File: config.mk
export PLATFORM = sky130hd
export DESIGN_NAME = adc_interleave_sched
export DESIGN_NICKNAME = d
export VERILOG_FILES = /design/src/rtl/adc_interleave_sched.sv
export SDC_FILE = /design/constraint.sdc
export NUM_CORES = 1
export LEC_CHECK = 0
export CORE_MARGIN = 10
export CORE_UTILIZATION = 55
export DETAILED_ROUTE_END_ITERATION = 8
export HOLD_SLACK_MARGIN = 0.12
export PLACE_DENSITY_LB_ADDON = 0.2
export SLEW_MARGIN = 10
export SYNTH_ARGS = -nofsm -noshare
export SYNTH_HDL_FRONTEND = slang
export SYNTH_SLANG_ARGS = --single-unit
File: constraint.sdc
create_clock -name clk -period 5.1 [get_ports clk]
set_input_delay 1.02 -clock clk [delete_from_list [all_inputs] [get_ports clk]]
set_output_delay 1.02 -clock clk [all_outputs]
set_load 0.02 [all_outputs]
File: src/rtl/adc_interleave_sched.sv
// Round-robin scheduler for a 16-way interleaved ADC: issues channel selects
// to a registered 16:1 mux, tags the returning sample and paces issues by period.
module adc_interleave_sched #(
  parameter int NCH   = 16,
  parameter int PER_W = 8
) (
  input  logic             clk,
  input  logic             GlobalReset,
  input  logic             start,
  input  logic             stop,
  input  logic [NCH-1:0]   ch_enable,
  input  logic [PER_W-1:0] period,
  input  logic             out_ready,
  output logic [3:0]       x_adc_select,
  output logic             sel_valid,
  output logic             x_adc_valid,
  output logic [3:0]       x_adc_ch,
  output logic             busy,
  output logic             frame_done,
  output logic             cfg_err
);

  typedef enum logic [1:0] {IDLE, ISSUE, CAPTURE, WAIT} state_t;

  localparam logic [PER_W-1:0] TWO = PER_W'(2);

  state_t           state_q, state_d;
  logic [NCH-1:0]   mask_q, mask_d;
  logic [PER_W-1:0] period_q, period_d;
  logic [PER_W-1:0] cnt_q, cnt_d;
  logic [3:0]       ptr_q, ptr_d;
  logic [3:0]       sel_q, sel_d;
  logic [3:0]       ch_q, ch_d;
  logic             stop_pend_q, stop_pend_d;
  logic             sel_valid_q, sel_valid_d;
  logic             x_valid_q, x_valid_d;
  logic             busy_q, busy_d;
  logic             frame_done_q, frame_done_d;
  logic             cfg_err_q, cfg_err_d;

  logic [PER_W-1:0] gap_load;
  logic [4:0]       adv;

  function automatic logic [3:0] lowest_ch(input logic [NCH-1:0] m);
    lowest_ch = '0;
    for (int i = NCH - 1; i >= 0; i--)
      if (m[i]) lowest_ch = 4'(i);
  endfunction

  // Returns {wrapped, channel}: first enabled channel above p, else wrap to the lowest.
  function automatic logic [4:0] next_ch(input logic [NCH-1:0] m, input logic [3:0] p);
    logic found;
    found   = 1'b0;
    next_ch = {1'b1, lowest_ch(m)};
    for (int i = 0; i < NCH; i++)
      if (!found && m[i] && (i > int'(p))) begin
        next_ch = {1'b0, 4'(i)};
        found   = 1'b1;
      end
  endfunction

  assign gap_load = ((period_q < TWO) ? TWO : period_q) - TWO;
  assign adv      = next_ch(mask_q, ptr_q);

  always_comb begin
    state_d      = state_q;
    mask_d       = mask_q;
    period_d     = period_q;
    cnt_d        = cnt_q;
    ptr_d        = ptr_q;
    sel_d        = sel_q;
    ch_d         = ch_q;
    stop_pend_d  = stop_pend_q;
    frame_done_d = 1'b0;
    cfg_err_d    = 1'b0;
    case (state_q)
      IDLE: begin
        if (start) begin
          if (|ch_enable) begin
            mask_d      = ch_enable;
            period_d    = period;
            ptr_d       = lowest_ch(ch_enable);
            sel_d       = lowest_ch(ch_enable);
            stop_pend_d = 1'b0;
            state_d     = ISSUE;
          end else begin
            cfg_err_d = 1'b1;
          end
        end
      end
      ISSUE: begin
        ch_d    = ptr_q;
        state_d = CAPTURE;
        if (stop) stop_pend_d = 1'b1;
      end
      CAPTURE: begin
        if (stop) stop_pend_d = 1'b1;
        // A pending stop consumes the handshake instead of advancing the pointer.
        if (out_ready) begin
          if (stop || stop_pend_q) begin
            stop_pend_d = 1'b0;
            state_d     = IDLE;
          end else begin
            ptr_d        = adv[3:0];
            frame_done_d = adv[4];
            if (gap_load == '0) begin
              sel_d   = adv[3:0];
              state_d = ISSUE;
            end else begin
              cnt_d   = gap_load;
              state_d = WAIT;
            end
          end
        end
      end
      WAIT: begin
        if (stop) begin
          cnt_d       = '0;
          stop_pend_d = 1'b0;
          state_d     = IDLE;
        end else if (cnt_q <= PER_W'(1)) begin
          cnt_d   = '0;
          sel_d   = ptr_q;
          state_d = ISSUE;
        end else begin
          cnt_d = cnt_q - PER_W'(1);
        end
      end
      default: state_d = IDLE;
    endcase
    sel_valid_d = (state_d == ISSUE);
    x_valid_d   = (state_d == CAPTURE);
    busy_d      = (state_d != IDLE);
  end

  always_ff @(posedge clk) begin
    if (!GlobalReset) begin
      state_q      <= IDLE;
      mask_q       <= '0;
      period_q     <= '0;
      cnt_q        <= '0;
      ptr_q        <= '0;
      sel_q        <= '0;
      ch_q         <= '0;
      stop_pend_q  <= 1'b0;
      sel_valid_q  <= 1'b0;
      x_valid_q    <= 1'b0;
      busy_q       <= 1'b0;
      frame_done_q <= 1'b0;
      cfg_err_q    <= 1'b0;
    end else begin
      state_q      <= state_d;
      mask_q       <= mask_d;
      period_q     <= period_d;
      cnt_q        <= cnt_d;
      ptr_q        <= ptr_d;
      sel_q        <= sel_d;
      ch_q         <= ch_d;
      stop_pend_q  <= stop_pend_d;
      sel_valid_q  <= sel_valid_d;
      x_valid_q    <= x_valid_d;
      busy_q       <= busy_d;
      frame_done_q <= frame_done_d;
      cfg_err_q    <= cfg_err_d;
    end
  end

  assign x_adc_select = sel_q;
  assign sel_valid    = sel_valid_q;
  assign x_adc_valid  = x_valid_q;
  assign x_adc_ch     = ch_q;
  assign busy         = busy_q;
  assign frame_done   = frame_done_q;
  assign cfg_err      = cfg_err_q;

endmodule

==> results of run 1 <==
==> critical path, cell delays in order <==
cell	delay, ns
clkdlybuf4s50_1	0.47
nor4_1	0.51
nand4_1	0.28
a21boi_0	0.61
o21ai_0	0.24
o21ai_0	0.19
nand2_1	0.14
nor2_1	0.11
==> cell usage in the layout (no fill, tap or decap), types with 3 or more instances in the layout <==
cell type / count
a211oi_1: 3
a21boi_0: 30
a21o_1: 5
a21oi_1: 23
a22oi_1: 4
a31oi_1: 5
and3_1: 5
clkbuf_8: 6
clkdlybuf4s50_1: 41
dfxtp_1: 52
ha_1: 8
inv_1: 26
mux2i_1: 4
nand2_1: 81
nand2b_1: 4
nand3_1: 11
nor2_1: 37
nor2b_1: 13
nor3_1: 11
nor3b_1: 4
nor4_1: 11
o211ai_1: 3
o21ai_0: 30
o22ai_1: 5
o31a_1: 3
o31ai_1: 5
o32ai_1: 4
or3_1: 3
or3_4: 3
==> area by class of cell <==
cell class | instances | area (sq um)
flip-flops and latches | 52 | 1041
repair buffers | 43 | 425.4
clock inverters | 2 | 38.79
clock buffers | 6 | 82.58
inverters | 26 | 97.59
fillers | 524 | 2004
well taps | 75 | 93.84
multi-input cells | 357 | 2137
==> registers in the layout, indices dropped and copies added (netlist names), 2 cells and up <==
| name | cells |
|---|---|
| state_q | 2 |
| x_adc_select | 4 |
| period_q | 8 |
| x_adc_ch | 4 |
| mask_q | 16 |
| ptr_q | 4 |
| cnt_q | 8 |
==> metal layers <==
layer  part of all wire (%)  global-route usage [%]  vias to the layer above
met5                      0                       0                        -
met4                    1.1                   4.520                        0
met3                    6.1                   3.665                       11
met2                     50                   32.02                      137
met1                     43                   21.96                     1563
li1                       -                       -                     1699
==> how the worst max path moves through the flow <==
stage | startpoint | cells past startpoint | to
after floorplan | period_q[4]$_SDFFE_PN0P_ | 12 | x_adc_select[0]$_SDFFE_PN0P_
after global placement | ch_enable[8] | 6 | ptr_q[0]$_SDFFE_PN0P_
after detailed placement | ch_enable[4] | 6 | ptr_q[3]$_SDFFE_PN0P_
after CTS | ch_enable[4] | 8 | x_adc_valid$_SDFF_PN0_
after global routing | ch_enable[8] | 8 | x_adc_valid$_SDFF_PN0_
final | ch_enable[7] | 8 | x_adc_valid$_SDFF_PN0_
==> stage by stage <==
stage / worst slack (ns) / hold WS, ns
after floorplan: 2.316 / 0.4513
after global placement: 1.640 / 0.4652
after detailed placement: 1.537 / 0.4763
after CTS: 1.802 / 0.4918
after global routing: 1.467 / 0.5239
final: 1.779 / 0.4893
==> synthesized netlist by cell type, types with 4 or more instances <==
cell type / number
nand3_1: 11
nor4_1: 11
clkbuf_1: 21
nand2b_1: 4
o22ai_1: 5
nor2b_1: 13
nor3_1: 11
nor3b_1: 4
a21boi_0: 30
o32ai_1: 4
dfxtp_1: 52
and3_1: 5
ha_1: 8
a21oi_1: 23
o31ai_1: 5
mux2i_1: 4
a31oi_1: 5
inv_1: 26
a22oi_1: 4
o21ai_0: 30
nand2_1: 81
a21o_1: 5
nor2_1: 37
==> power by group <==
group / total, mW / internal (mW) / switching [mW]
Clock: 0.297 / 0.161 / 0.137
Sequential: 0.513 / 0.444 / 0.0693
Combinational: 0.404 / 0.185 / 0.219
==> cells by family (layout without fill, tap and decap cells) <==
| logic type | count (synthesis) | count (layout) |
|---|---|---|
| simple gates | 191 | 191 |
| compound gates | 149 | 149 |
| flops | 52 | 52 |
| buf+inv | 51 | 77 |
| fa+ha+maj | 9 | 9 |
| xor+xnor | 4 | 4 |
| mux | 4 | 4 |
==> summary.md, run 1 <==
| Metric | Value |
|---|---|
| CTS buffer count | `5` |
| Register area share after synthesis | `30.87%` |
| DRT iter0 DRCs | `305` |
| DR vias/cell | `6.078` |
| Top cell type's share of synthesized area | `30.87%` |
| EDFF count, synth | `0` |
| Setup tns final | `0 ns` |
| All-Layer GR Usage | `18.21%` |
| Setup Skew | `0.01440 ns` |
| Post-cts sizing count | `0` |
| Area Overhead vs Synth | `16.14%` |
| Dominant cell type by area after synthesis | `dfxtp_1` |
| Total number of vias | `3,410` |
| Final hold vios | `0` |
| Setup slack, reg-to-reg | `1.82 ns` |
| Layout Cells excl Fill | `561` |
| Hold Buf Count CTS | `0` |
| Final min period | `3.321 ns` |
| Die W | `98.30 um` |
| Unique cell type count in the Yosys netlist | `63` |
| Largest net degree at the start of global routing | `50` |
| Core Util, Final | `66.15%` |
| Xor and xnor area share after synthesis | `1.039%` |
| Final instance area | `3916 sq um` |
| Pwr Total | `1.215 mW` |
| Die Span Y | `98.30 um` |
| RR Endpoint | `x_adc_select[0]$_SDFFE_PN0P_` |
| Slew headroom | `43.60%` |
| Mean routed wirelength per cell | `15.93 um` |
| Share of cells above drive strength 1 | `4.115%` |
| Synth Area in Compound Gates | `31.13%` |
| Hold Path Origin | `stop_pend_q$_SDFFE_PN0P_` |
| Final WL | `8937 um` |
| Root Buffer | `clkbuf_8` |
| Die area | `9663 sq um` |
| IO Pins | `42` |
| Cells after DPL | `553` |
| Flops & latches, synth | `52` |
| Worst Tran Pin Value | `0.8437 ns` |
| Kind of critical path | `input port to flip-flop` |
| Number of global-route vias before repair | `3,204` |
| Worst setup SP type | `input port` |
| Final setup viols | `0` |
| R2r startpoint | `period_q[4]$_SDFFE_PN0P_` |
| Clock Sinks | `52` |
| Layout Nets | `522` |
| Status | `finished, final reports clean` |
| Total grt overflow | `0` |
| Hold Crit Endpoint | `stop_pend_q$_SDFFE_PN0P_` |
| Simple logic cell fraction of the synthesized area | `26.75%` |
| CTS max path bufs | `2` |
| GP Congestion | `0.9348` |
| H-tree levels | `2` |
| Type of the worst min-delay path | `flip-flop to flip-flop` |
| Initial antenna violation count | `0` |
| Crit path required time | `5.36 ns` |
| Mean Syn Cell Area | `7.330 sq um` |
| Clock transition at path regs | `0.10 ns` |
| Clk_lat worst skew | `0.31 ns` |
| Starting density of the core | `56.95%` |
| CTS tree | `yes` |
| VDD IR-drop max | `217.8 uV` |
| Drt drc | `0` |
| Cell Area, Synth | `3372 sq um` |
| Worst hold stages | `2` |
| Worst EP arrival | `3.58 ns` |
| Fmax | `0.3011 GHz` |
| Final Cycle Share | `65.12%` |
| YS warnings | `0` |
| Adder-Cell Fraction of Synth Area | `3.265%` |
| CP Capture Type | `flip-flop` |
| Antenna Cells | `0` |
| Pwr Density | `310.2 nW/um^2` |
| Cells on worst reg2reg path | `12` |
| MaxCap Viol Count | `0` |
| Main synth FF type | `dfxtp_1` |
| Unrepaired setup endpoints after global routing | `no` |
| Port Buffers | `41` |
| Mux contribution to synthesized area | `1.187%` |
| Synth area leaders | `dfxtp_1, nand2_1, a21boi_0` |
| Antenna-violating nets left | `0` |
| Max Slew Vio Count | `0` |
| Post-synth net total | `497` |
| Largest family of logic cells by synthesized area | `compound AO/OA/AOI/OAI gates` |
| Gate Count Post-Synth | `460` |
| CP max FO | `5` |
| Row Count | `28` |
| Length of the first detailed-routing pass in iterations | `4` |
| Hpwl dp | `6626 um` |
| Global-route wire length before repair | `15,330 um` |
| Core area | `5921 sq um` |
| Static leakage | `1.474 nW` |
| Setup Buffers After CTS | `0` |
| DP Area | `3795 sq um` |
| Async set-reset flop share out of synthesis | `0%` |
Power figures use the tool's default switching activity.
==> run 2, diff against run 1 <==
--- a/config.mk
+++ b/config.mk
@@ -6,7 +6,7 @@
 export NUM_CORES = 1
 export LEC_CHECK = 0
 export CORE_MARGIN = 10
-export CORE_UTILIZATION = 55
+export CORE_UTILIZATION = 51
 export DETAILED_ROUTE_END_ITERATION = 8
 export HOLD_SLACK_MARGIN = 0.12
 export PLACE_DENSITY_LB_ADDON = 0.2
==> constraint.sdc (replaced) <==
create_clock -name clk -period 3 [get_ports clk]
set_input_delay 0.6 -clock clk [delete_from_list [all_inputs] [get_ports clk]]
set_output_delay 0.6 -clock clk [all_outputs]
set_load 0.02 [all_outputs]
==> summary.md, run 2 (synthesis results as in run 1) <==
| Metric | Value |
|---|---|
| Status | `finished, final reports clean` |
| Initial antenna violation count | `0` |
| Pre-CTS WS | `0.09270 ns` |
| Fill cells | `604` |
| Die Span Y | `101.3 um` |
| CP Buf/Inv Count | `0` |
| Cell depth of the worst setup path | `12` |
| GP Congestion | `0.9313` |
| Global-route wire length before repair | `15,600 um` |
| Total number of vias | `3,478` |
| Mean routed wirelength per cell | `16.20 um` |
| MaxCap Viol Count | `0` |
| Row Count | `29` |
| Setup WS post-layout | `0.2506 ns` |
| Cells along the critical path | `nor3_1 > nand2_1 > nor2_1 > nor2_1 > ha_1 > xor2_1 > o32ai_2 > and3_1 > nand3_1 > a2111oi_4 > o211ai_1 > o221a_1` |
| Core area | `6386 sq um` |
| All-Layer GR Usage | `18.22%` |
| Die W | `101.3 um` |
| Share of cells above drive strength 1 | `8.119%` |
| Worst Tran Pin Value | `0.7910 ns` |
| Antenna-violating nets left | `0` |
| Hpwl dp | `7117 um` |
| Critical-path top delay cell | `a2111oi_4` |
| Slew headroom | `46.43%` |
| Setup tns final | `0 ns` |
| Kind of critical path | `flip-flop to flip-flop` |
| IO Pins | `42` |
| Clk_lat worst skew | `0.31 ns` |
| Length of the first detailed-routing pass in iterations | `5` |
| Top reg by flops | `mask_q` |
| Port Buffers | `41` |
| Pwr Density | `504.3 nW/um^2` |
| Final min period | `2.749 ns` |
| Commonest non-fill, non-tap cell in the layout | `nand2_1` |
| Final WL | `9429 um` |
| Number of global-route vias before repair | `3,155` |
| Crit path top cell by count | `nor2_1` |
| Largest net degree at the start of global routing | `50` |
| Fmax | `0.3637 GHz` |
| Starting density of the core | `52.80%` |
| Type of the worst min-delay path | `flip-flop to flip-flop` |
| Clock Sinks | `52` |
| DRT iter0 DRCs | `281` |
| DR vias/cell | `5.976` |
| Final setup viols | `0` |
| Drt drc | `0` |
| Crit path required time | `3.21 ns` |
| Max incr delay on CP | `0.42 ns` |
| CP Capture Type | `flip-flop` |
| CTS buffer count | `5` |
| Hold slack | `0.4851 ns` |
| Final hold vios | `0` |
| Largest register FFs | `16` |
| CTS max path bufs | `2` |
| Total grt overflow | `0` |
| Static leakage | `1.555 nW` |
| Root Buffer | `clkbuf_8` |
| CTS tree | `yes` |
| VDD IR-drop max | `308.4 uV` |
| Setup Skew | `0.01541 ns` |
| Worst setup SP type | `flip-flop` |
| Clock transition at path regs | `0.11 ns` |
| Pwr Total | `2.041 mW` |
| Final Cycle Share | `91.65%` |
| Cells on worst reg2reg path | `12` |
| Largest registers | `mask_q: 16 flops, cnt_q: 8 flops, period_q: 8 flops` |
| CP max FO | `5` |
| Worst EP arrival | `2.96 ns` |
| Area Overhead vs Synth | `20.04%` |
| Antenna Cells | `0` |
| Die area | `10,260 sq um` |
| Top Family by Delay on Critical Path | `compound AO/OA/AOI/OAI gates` |
| Worst hold stages | `2` |
| Max Slew Vio Count | `0` |
| H-tree levels | `2` |
| Most frequent cells in the layout | `nand2_1, dfxtp_1, clkdlybuf4s50_1` |
| Layout Nets | `541` |
## run 2: cell types whose count changed in the layout (fill, tap and decap cells not counted), sizes merged
cell	delta
clkinvlp	+2
clkbuf	-1
buf	+19
bufinv	-1
inv	+1
clkinv	-1
## run 2: final cells by class
cell class | count | area [sq um] | share of cell area [%]
timing repair buffer | 62 | 568.0 | 14.03
tap | 77 | 96.34 | 2.380
sequential | 52 | 1041 | 25.72
clock buffer | 5 | 68.82 | 1.700
inverter | 26 | 97.59 | 2.411
multi-input combinational | 357 | 2150 | 53.11
clock inverter | 3 | 26.28 | 0.6492
## run 2: layer usage
metal,vias to the layer above,GRT usage (%),wire length (um)
met1,1605,23.61,4176
met5,-,0,0
li1,1741,-,-
met3,8,3.676,645
met4,0,3.859,87
met2,124,30.47,4519
## run 2: worst reg2reg max path, cell delays in order (launching register included)
cell and delay [ns]:
dfxtp_1 0.37, nor3_1 0.23, nand2_1 0.08, nor2_1 0.14, nor2_1 0.06, ha_1 0.22, xor2_1 0.17, o32ai_2 0.22
and3_1 0.20, nand3_1 0.14, a2111oi_4 0.42, o211ai_1 0.15, o221a_1 0.25
## run 2: final timing paths
check / start / to / slack (ns)
setup reg to reg: period_q[6]$_SDFFE_PN0P_ / x_adc_select[0]$_SDFFE_PN0P_ / 0.25
hold reg to reg: stop_pend_q$_SDFFE_PN0P_ / stop_pend_q$_SDFFE_PN0P_ / 0.49
hold / removal: stop_pend_q$_SDFFE_PN0P_ / stop_pend_q$_SDFFE_PN0P_ / 0.49
setup / recovery: period_q[6]$_SDFFE_PN0P_ / x_adc_select[0]$_SDFFE_PN0P_ / 0.25
## run 2: report_power, final
part	total [mW]	internal, mW	switching, mW
sequential	0.856	0.755	0.102
clock	0.419	0.170	0.249
combinational	0.766	0.357	0.409
total	2.04	1.28	0.759
## run 2: timing repair
action,CTS,global route
resized for setup,0,2
setup buffers,0,2
hold buffers,0,0
endpoints found under the setup margin,0,4
## run 2: stage by stage
stage                     instance area [sq um]  instances  utilization (%)
after detailed placement                   3925        572            61.46
after global placement                     3925        572            61.46
after CTS                                  4020        580            62.95
after global routing                       4048        582            63.38
after floorplan                            3372        460                -
final                                      4048        582            63.38
